[config.mk]
export PLATFORM = sky130hd
export DESIGN_NAME = key_snapshot_writer
export DESIGN_NICKNAME = d
export VERILOG_FILES = /design/src/rtl/key_snapshot_writer_pkg.sv /design/src/rtl/key_snapshot_writer_button_debouncer.sv /design/src/rtl/key_snapshot_writer.sv
export SDC_FILE = /design/constraint.sdc
export NUM_CORES = 1
export LEC_CHECK = 0
export BUFFER_PORTS_ARGS = -buffer_cell sky130_fd_sc_hd__clkbuf_2
export CAP_MARGIN = 20
export CORE_MARGIN = 10
export CORE_UTILIZATION = 60
export CTS_BUF_LIST = sky130_fd_sc_hd__clkbuf_2 sky130_fd_sc_hd__clkbuf_4 sky130_fd_sc_hd__clkbuf_8
export CTS_CLUSTER_DIAMETER = 30
export DETAILED_ROUTE_END_ITERATION = 10
export GPL_ROUTABILITY_DRIVEN = 0
export GPL_TIMING_DRIVEN = 0
export PLACE_DENSITY = 0.78
export SLEW_MARGIN = 10
export SYNTH_ARGS = -nofsm -noshare
export SYNTH_HDL_FRONTEND = slang
export SYNTH_HIERARCHICAL = 1
export SYNTH_SLANG_ARGS = --single-unit
export TNS_END_PERCENT = 50
[constraint.sdc]
create_clock -name clk -period 3.48 [get_ports clk]
set_input_delay 0.348 -clock clk [delete_from_list [all_inputs] [get_ports clk]]
set_output_delay 0.348 -clock clk [all_outputs]
set_load 0.02 [all_outputs]
[src/rtl/key_snapshot_writer_pkg.sv]
// Shared constants, FSM state type and word-format helper for the
// controller button snapshot writer.
package key_snapshot_writer_pkg;

  // Board-level defaults: button count, base address and memory geometry.
  localparam int unsigned KEY_NUM      = 16;
  localparam int unsigned KEY_MEM      = 0;
  localparam int unsigned DATA_ADDR_W  = 13;

  // 1 ms debounce sample period at 25.175 MHz; samples needed to accept.
  localparam int unsigned DBNC_TICK    = 25175;
  localparam int unsigned DBNC_SAMPLES = 8;

  typedef enum logic {
    ST_IDLE  = 1'b0,
    ST_WRITE = 1'b1
  } ksw_state_e;

  // Memory word: bit0 = stable level, bit1 = pressed-since-last-report.
  function automatic logic [15:0] pack_word(input logic pressed, input logic level);
    return {14'b0, pressed, level};
  endfunction

endpackage

[src/rtl/key_snapshot_writer_button_debouncer.sv]
// Single-button synchroniser + sample-count debouncer with rising-edge pulse.
module button_debouncer #(
  parameter int unsigned SAMPLES = 8
) (
  input  logic clk,
  input  logic resetn,
  input  logic tick_i,
  input  logic raw_i,
  output logic stable_o,
  output logic rise_o
);

  logic       sync1_q, sync2_q;
  logic       stable_q, stable_d;
  logic [7:0] cnt_q, cnt_d;
  logic       accept;

  // Two-flop synchroniser for the asynchronous button level.
  always_ff @(posedge clk) begin
    if (!resetn) begin
      sync1_q <= 1'b0;
      sync2_q <= 1'b0;
    end else begin
      sync1_q <= raw_i;
      sync2_q <= sync1_q;
    end
  end

  // On each tick, count disagreeing samples; accept after SAMPLES in a row.
  always_comb begin
    stable_d = stable_q;
    cnt_d    = cnt_q;
    accept   = 1'b0;
    if (tick_i) begin
      if (sync2_q != stable_q) begin
        if (cnt_q == 8'(SAMPLES - 1)) begin
          accept   = 1'b1;
          stable_d = sync2_q;
          cnt_d    = '0;
        end else if (cnt_q != '1) begin
          cnt_d = cnt_q + 8'd1;
        end
      end else begin
        cnt_d = '0;
      end
    end
    rise_o = accept & sync2_q;
  end

  // Debounce state register.
  always_ff @(posedge clk) begin
    if (!resetn) begin
      stable_q <= 1'b0;
      cnt_q    <= '0;
    end else begin
      stable_q <= stable_d;
      cnt_q    <= cnt_d;
    end
  end

  assign stable_o = stable_q;

endmodule

[src/rtl/key_snapshot_writer.sv]
// Debounces controller buttons and, on each copy_start, writes a frozen
// snapshot (one word per button) into data memory via the copy-mode port.
module key_snapshot_writer
  import key_snapshot_writer_pkg::*;
#(
  parameter int unsigned BUTTON_COUNT     = KEY_NUM,
  parameter int unsigned BUTTON_ADDR      = KEY_MEM,
  parameter int unsigned DATA_ADDR_WIDTH  = DATA_ADDR_W,
  parameter int unsigned DEBOUNCE_TICK    = DBNC_TICK,
  parameter int unsigned DEBOUNCE_SAMPLES = DBNC_SAMPLES
) (
  input  logic                       clk,
  input  logic                       resetn,
  input  logic [15:0]                buttons_in,
  input  logic                       copy_start,
  output logic                       busy,
  output logic                       mem_dout_we,
  output logic [DATA_ADDR_WIDTH-1:0] mem_dout_addr,
  output logic [15:0]                mem_dout
);

  localparam int unsigned PW = (DEBOUNCE_TICK > 1) ? $clog2(DEBOUNCE_TICK) : 1;
  localparam int unsigned IW = (BUTTON_COUNT > 1) ? $clog2(BUTTON_COUNT) : 1;

  logic [PW-1:0]           presc_q, presc_d;
  logic                    tick;
  logic [BUTTON_COUNT-1:0] stable, rise;
  logic [BUTTON_COUNT-1:0] pressed_q, pressed_d;
  logic [BUTTON_COUNT-1:0] snap_level_q, snap_level_d;
  logic [BUTTON_COUNT-1:0] snap_pressed_q, snap_pressed_d;
  logic [IW-1:0]           idx_q, idx_d;
  ksw_state_e              state_q, state_d;
  logic                    we_q, we_d;
  logic                    busy_q, busy_d;
  logic [DATA_ADDR_WIDTH-1:0] addr_q, addr_d;
  logic [15:0]             dout_q, dout_d;

  // Bits at or above BUTTON_COUNT are intentionally ignored.
  logic unused_buttons;
  assign unused_buttons = ^buttons_in;

  // Shared prescaler producing the debounce sample tick.
  always_comb begin
    tick    = (presc_q == PW'(DEBOUNCE_TICK - 1));
    presc_d = tick ? '0 : presc_q + 1'b1;
  end

  for (genvar g = 0; g < BUTTON_COUNT; g++) begin : g_btn
    button_debouncer #(
      .SAMPLES (DEBOUNCE_SAMPLES)
    ) u_dbnc (
      .clk      (clk),
      .resetn   (resetn),
      .tick_i   (tick),
      .raw_i    (buttons_in[g]),
      .stable_o (stable[g]),
      .rise_o   (rise[g])
    );
  end

  // Edge latch, burst sequencing and next values for the registered outputs.
  // A rise on the write cycle of the same button is OR-ed in after the clear,
  // so the press survives into the next burst.
  always_comb begin
    state_d        = state_q;
    idx_d          = idx_q;
    snap_level_d   = snap_level_q;
    snap_pressed_d = snap_pressed_q;
    pressed_d      = pressed_q;

    if (state_q == ST_WRITE) pressed_d[idx_q] = 1'b0;
    pressed_d = pressed_d | rise;

    case (state_q)
      ST_IDLE: begin
        if (copy_start) begin
          snap_level_d   = stable;
          snap_pressed_d = pressed_q;
          idx_d          = '0;
          state_d        = ST_WRITE;
        end
      end
      ST_WRITE: begin
        if (idx_q == IW'(BUTTON_COUNT - 1)) state_d = ST_IDLE;
        else                                idx_d   = idx_q + 1'b1;
      end
      default: state_d = ST_IDLE;
    endcase

    we_d   = (state_d == ST_WRITE);
    busy_d = we_d;
    addr_d = '0;
    dout_d = '0;
    if (we_d) begin
      addr_d = DATA_ADDR_WIDTH'(BUTTON_ADDR) + DATA_ADDR_WIDTH'(idx_d);
      dout_d = pack_word(snap_pressed_d[idx_d], snap_level_d[idx_d]);
    end
  end

  // State, snapshot, edge flags and output registers.
  always_ff @(posedge clk) begin
    if (!resetn) begin
      presc_q        <= '0;
      state_q        <= ST_IDLE;
      idx_q          <= '0;
      snap_level_q   <= '0;
      snap_pressed_q <= '0;
      pressed_q      <= '0;
      we_q           <= 1'b0;
      busy_q         <= 1'b0;
      addr_q         <= '0;
      dout_q         <= '0;
    end else begin
      presc_q        <= presc_d;
      state_q        <= state_d;
      idx_q          <= idx_d;
      snap_level_q   <= snap_level_d;
      snap_pressed_q <= snap_pressed_d;
      pressed_q      <= pressed_d;
      we_q           <= we_d;
      busy_q         <= busy_d;
      addr_q         <= addr_d;
      dout_q         <= dout_d;
    end
  end

  assign busy          = busy_q;
  assign mem_dout_we   = we_q;
  assign mem_dout_addr = addr_q;
  assign mem_dout      = dout_q;

endmodule
# == Word level (Yosys, flattened, before mapping) ==
# Index checks and enable logic that the tools add are counted.
# op_classes
addsub,18
magnitude_cmp,3
n_eq_ne,66
muxes,113
n_bitwise,21
reduce_logical,35
# ops
operator,n
2-to-1 mux 8 bit,48
adder 8 x 1 -> 8 bit (second input constant),16
== test 8 x 3 -> 1 bit (second input constant),16
inequality test 8 bit (second input constant),16
2-to-1 mux 16 bit,5
2-to-1 mux 1 bit,53
inequality test 3 bit (second input constant),16
AND reduction 3 bit,16
AND reduction 2 bit,17
bitwise AND 1 bit,16
bitwise AND 16 bit,1
inequality test 1 bit,16
NOT 16 bit,1
bitwise OR 16 bit,1
adder 15 x 1 -> 15 bit (second input constant),1
== test 15 bit (second input constant),1
< comparator 4 x 5 -> 1 bit (second input constant),2
binary-select mux 1 bit (select 4 bit),2
2-to-1 mux 4 bit,2
case mux 4 bit (2 select lines),1
adder 4 x 1 -> 4 bit (second input constant),1
demux 1 bit (select 4 bit),1
== test 4 bit (second input constant),1
>= comparator 4 x 1 -> 1 bit (second input constant),1
4 further kinds,5
# totals
ff_bits,273
inputBits,19
out_inout_bits,31
elab_cells,330

# == Longest topological paths before layout ==
# logic_depth
word_depth,8
depth_mapped,9
depth_no_buf,8

# == Cells and area by module ==
# Netlist, hierarchy kept.
# modules_own_cells
mod,instances,cells_per_inst,area_per_inst_um2,seq_area_each_um2
button_debouncer,16,71,625.6,220.2
key_snapshot_writer,1,462,3758.6,1481.4

# == Worst setup path before layout ==
# Ideal clock, no wire load.
# synth_path
path_type,reg2reg
from,reg presc_q[8]
to,reg g_btn[0].u_dbnc.cnt_q[7]
setup_time_ns,0.059
arrival_ns,2.505
required_time_ns,3.421
setup_slack_ns,0.917
path_stages_with_launch,9
path_buffers,1
period_less_slack_ns,2.563
path_cell_list,dfxtp_1 -> nor4_1 -> nand3b_1 -> nor3_1 -> buf_4 -> inv_1 -> nor3_1 -> a31o_2 -> o211a_1
# synth_via
elab_chain_cells,2
# synth_rtl
item,line,source
start: declaration,key_snapshot_writer.sv:25,"logic [PW-1:0] presc_q, presc_d;"
start signal: assignment,key_snapshot_writer.sv:114,presc_q <= presc_d;
== test 15 bit,key_snapshot_writer.sv:44,tick = (presc_q == PW'(DEBOUNCE_TICK - 1));
via tick,key_snapshot_writer.sv:26,logic tick;
AND reduction 2 bit (no source line),--,
end signal: assignment,key_snapshot_writer_button_debouncer.sv:57,cnt_q <= cnt_d;
end: declaration,key_snapshot_writer_button_debouncer.sv:15,"logic [7:0] cnt_q, cnt_d;"
# The timed path passes the listed nets, and every way through them passes these cells.
# A chain may end at the register's enable or synchronous reset.

# == Worst setup path after layout ==
# layout_path
from,reg idx_q[0]
to,reg dout_q[1] (netlist: mem_dout[1])
# layout_via
elab_chain_cells,5
word_cells_on_any_way,10
classes_between,1 x add/sub; 1 x eq/ne; 7 x mux; 1 x reduce/logical
# layout_rtl
item,line,source
start: declaration,key_snapshot_writer.sv:31,"logic [IW-1:0] idx_q, idx_d;"
start signal: assignment,key_snapshot_writer.sv:116,idx_q <= idx_d;
adder 4 x 1 -> 4 bit / == test 4 bit (equally long branches),"key_snapshot_writer.sv:85, key_snapshot_writer.sv:84",
2-to-1 mux 4 bit,key_snapshot_writer.sv:84,if (idx_q == IW'(BUTTON_COUNT - 1)) state_d = ST_IDLE;
case mux 4 bit (2 select lines),key_snapshot_writer.sv:74,case (state_q)
binary-select mux 1 bit (select 4 bit),key_snapshot_writer.sv:96,"dout_d = pack_word(snap_pressed_d[idx_d], snap_level_d[idx_d]);"
2-to-1 mux 1 bit (implied by the code),key_snapshot_writer.sv:96,
end signal: assignment,key_snapshot_writer.sv:123,dout_q <= dout_d;
end: declaration,key_snapshot_writer.sv:36,"logic [15:0] dout_q, dout_d;"
# Several ways; a longest one is shown, not always the timed one. The select of a mux whose other input is x is not followed.

==> impl_metrics.ini <==
[clock_network]
clock_path_buffers = 3
cts_num_sinks = 250
clkTransAtPathRegs_ns = 0.06
cts_max_level = 2
clock-root-buffer = clkbuf_8
cts_tree = done
cts_resized = 0
cts-buffers-inserted = 56
clkLatencyLatePin_ns = 0.60

[finish]
layout-drive-gt1-share = 0.181
diodes = 0
final_common_cell = dfxtp_1
fillCellCount = 1762
layout_common_cells = dfxtp_1, nand2_1, a21oi_1
nets = 1763
ff_latch_area_um2 = 5000
areaGrowthSynthToFinish_pct = 16.2
multiInputGateArea_um2 = 7890

[setup_path]
required_ns = 3.94
rrSetupSlack_ns = 0.69
cp_top_family = compound AO/OA/AOI/OAI gates
critPathLaunchType = flip-flop
reg2reg_depth = 8
endpoint_kind = flip-flop
crit_chain = inv_1 -> ha_1 -> nand3_1 -> and2_1 -> buf_2 -> a311oi_1 -> o32ai_1 -> a311oi_2
cpMaxStageDelayCell = dfxtp_1
critPathMaxStageDelay_ns = 0.57
cp.arrival_ns = 3.26
r2r_end = mem_dout[1]$_SDFF_PN0_
critical_path_class = flip-flop to flip-flop
critPathMaxFanout = 10
worstReg2RegStart = idx_q[0]$_SDFF_PN0_
path_buf_inv = 2

[sta]
fin_skew_ns = 0.0309
max_freq_mhz = 358
hold_slack_ns = 0.272
slew_headroom = 0.506
tns_ns = 0
layout_worst_path_cycle_share = 0.802
setup_viol = 0
setup_ws_ns = 0.688
slew_violations = 0
rsz0062_at_grt = no
finalHoldViolCount = 0
tightest_slew_ns = 0.741
fin_crit_ns = 2.79

[drt]
drt-initial-drc-count = 1252
top_layer_used = met4
met3WireLength_um = 2100
totalWireLength_um = 31800
ant_nets = 0
met1_length_um = 14100
vias_per_cell = 6.03
routed-via-count = 12400
wl_per_cell_um = 15.5
drcViolationCount = 0
dr_wl_met2_um = 14700
dr.pass1.iters = 6

[power_and_ir_drop]
powerDensity_nw_per_um2 = 465
seq_power_share = 0.391
p_int_uw = 5760
p_leak_uw = 0.00610
switching_share = 0.226
ir_drop_mv = 0.391
p_clk_frac = 0.558
switchingPower_uw = 1680
comb_power_share = 0.051

[placement]
portBuffers = 25
dp_hpwl_um = 22200
dpl_worst_slack_ns = 0.843

[synthesis]
synth_seq_cells = 250
synth_cell_type_count = 69
synth_top_area_cell = dfxtp_1
syn_inst = 1598
synth_warnings = 6
syn_area_per_cell_um2 = 8.62
synth_edf_count = 0
synth.area.top_cells = dfxtp_1, a21oi_1, nand2_1
seq_area_frac_synth = 0.364
synth-async-reset-ratio = 0
synth_flop_cell = dfxtp_1
syn_area_um2 = 13800
synth_top_area_share = 0.364

[global_route]
first_global_vias = 11400
overflow = 0
grtUsageTotal = 0.210
grt_pass1_wl_um = 52700
grt_max_degree = 20
antenna_found_initial = 0

[hold_path]
hp-class = input pin to flip-flop
hold_path.startpoint = copy_start
min_to = snap_level_q[0]$_SDFF_PN0_
holdPathStages = 4

[floorplanning]
die_w_um = 171
start_util = 0.608
fp-row-count = 55
die_y_um = 171
coreArea_um2 = 22600
ios = 50
die_area_um2 = 29400

[status]
status = finished clean

[flow_run]
cap_viol_max_count = 0
==> cells by family after synthesis <==
| group | after synthesis | share of synthesized area |
|---|---|---|
| other | 1 | 0.000272 |
| AND/OR/NAND/NOR | 620 | 0.259 |
| adder cells (fa/ha/maj) | 22 | 0.0200 |
| AO/OA/AOI/OAI | 473 | 0.237 |
| flip-flops | 250 | 0.364 |
| multiplexers | 29 | 0.0214 |
| buffers and inverters | 158 | 0.0698 |
| XOR/XNOR | 45 | 0.0286 |
==> worst max path at each step <==
stage | start | endpoint | slack [ns] | cells after the start
2_1_floorplan | presc_q[8]$_SDFF_PP0_ | g_btn[0].u_dbnc/cnt_q[7]$_SDFFE_PN0P_ | 0.92 | 8
3_3_place_gp | presc_q[8]$_SDFF_PP0_ | pressed_q[14]$_SDFF_PN0_ | -0.80 | 8
3_5_place_dp | idx_q[0]$_SDFF_PN0_ | mem_dout[1]$_SDFF_PN0_ | 0.84 | 8
4_1_cts | idx_q[0]$_SDFF_PN0_ | mem_dout[1]$_SDFF_PN0_ | 0.79 | 8
5_1_grt | idx_q[0]$_SDFF_PN0_ | mem_dout[1]$_SDFF_PN0_ | 0.52 | 8
6_report | idx_q[0]$_SDFF_PN0_ | mem_dout[1]$_SDFF_PN0_ | 0.69 | 8
==> sequential cells by signal, indices dropped and copies added (netlist names), 15 cells and up <==
register and cells:
g_btn.u_dbnc/sync1_q 16, pressed_q 16, g_btn.u_dbnc/sync2_q 16, g_btn.u_dbnc/stable_o 16, presc_q 15, snap_level_q 16, g_btn.u_dbnc/cnt_q 128, snap_pressed_q 16
==> worst reg2reg max path: stages, from the launching register on <==
cell	delay [ns]
dfxtp_1	0.57
inv_1	0.26
ha_1	0.43
nand3_1	0.18
and2_1	0.20
buf_2	0.19
a311oi_1	0.32
o32ai_1	0.19
a311oi_2	0.31
==> repair_timing <==
item,in CTS,in global routing
buffers inserted,0,0
hold endpoints to repair,16,0
hold buffers,16,0
endpoints found under the setup margin,0,0
==> routing by layer <==
| metal | vias to the layer above | global-route usage |
|---|---|---|
| li1 | 6135 | - |
| met1 | 5749 | 0.264 |
| met2 | 426 | 0.346 |
| met3 | 85 | 0.0497 |
| met4 | 0 | 0.0707 |
| met5 | - | 0 |
==> synthesized netlist by cell type, drive strengths merged, types with 2 or more instances <==
library cell / instances
a22oi: 2
a21oi: 150
nor2b: 6
o22ai: 36
a311oi: 5
o41ai: 17
o21a: 2
nand2: 165
nand3b: 2
o211a: 17
o211ai: 6
xnor2: 20
a31o: 17
nor2: 116
buf: 92
a21o: 17
nand3: 86
xor2: 25
inv: 58
a21boi: 17
nor3: 22
clkbuf: 8
ha: 22
and3: 21
nand4b: 17
o221a: 16
and2: 34
nor4b: 16
o221ai: 4
nand2b: 18
and4: 19
a211oi: 21
a41oi: 16
a31oi: 18
o21ai: 104
o32ai: 3
nor3b: 33
mux2i: 28
nand4: 57
dfxtp: 250
nor4: 3
==> power groups by stage <==
stage	clock (uW)	sequential [uW]	combinational (uW)
6_report	4150	2910	383
5_1_grt	4380	2910	414
4_1_cts	4220	2910	375
3_5_place_dp	0	2970	359
3_3_place_gp	0	2970	354
2_1_floorplan	0	2970	264
==> final cells by class <==
type | count | share of cell area
multi-input combinational | 1212 | 0.493
sequential | 250 | 0.313
clock buffer | 73 | 0.0601
buffer | 100 | 0.0465
clock inverter | 32 | 0.0314
tap | 285 | 0.0223
timing repair buffer | 44 | 0.0200
inverter | 58 | 0.0136
==> metrics by stage <==
step	instances	utilization	instance area, um^2	total power, uW
floorplan	1620	-	13900	3230
global placement	1930	0.633	14300	3320
detailed placement	1933	0.635	14400	3330
CTS	2054	0.706	16000	7510
global route	2054	0.706	16000	7710
finish	2054	0.706	16000	7440
Power figures use the tool's default switching activity.
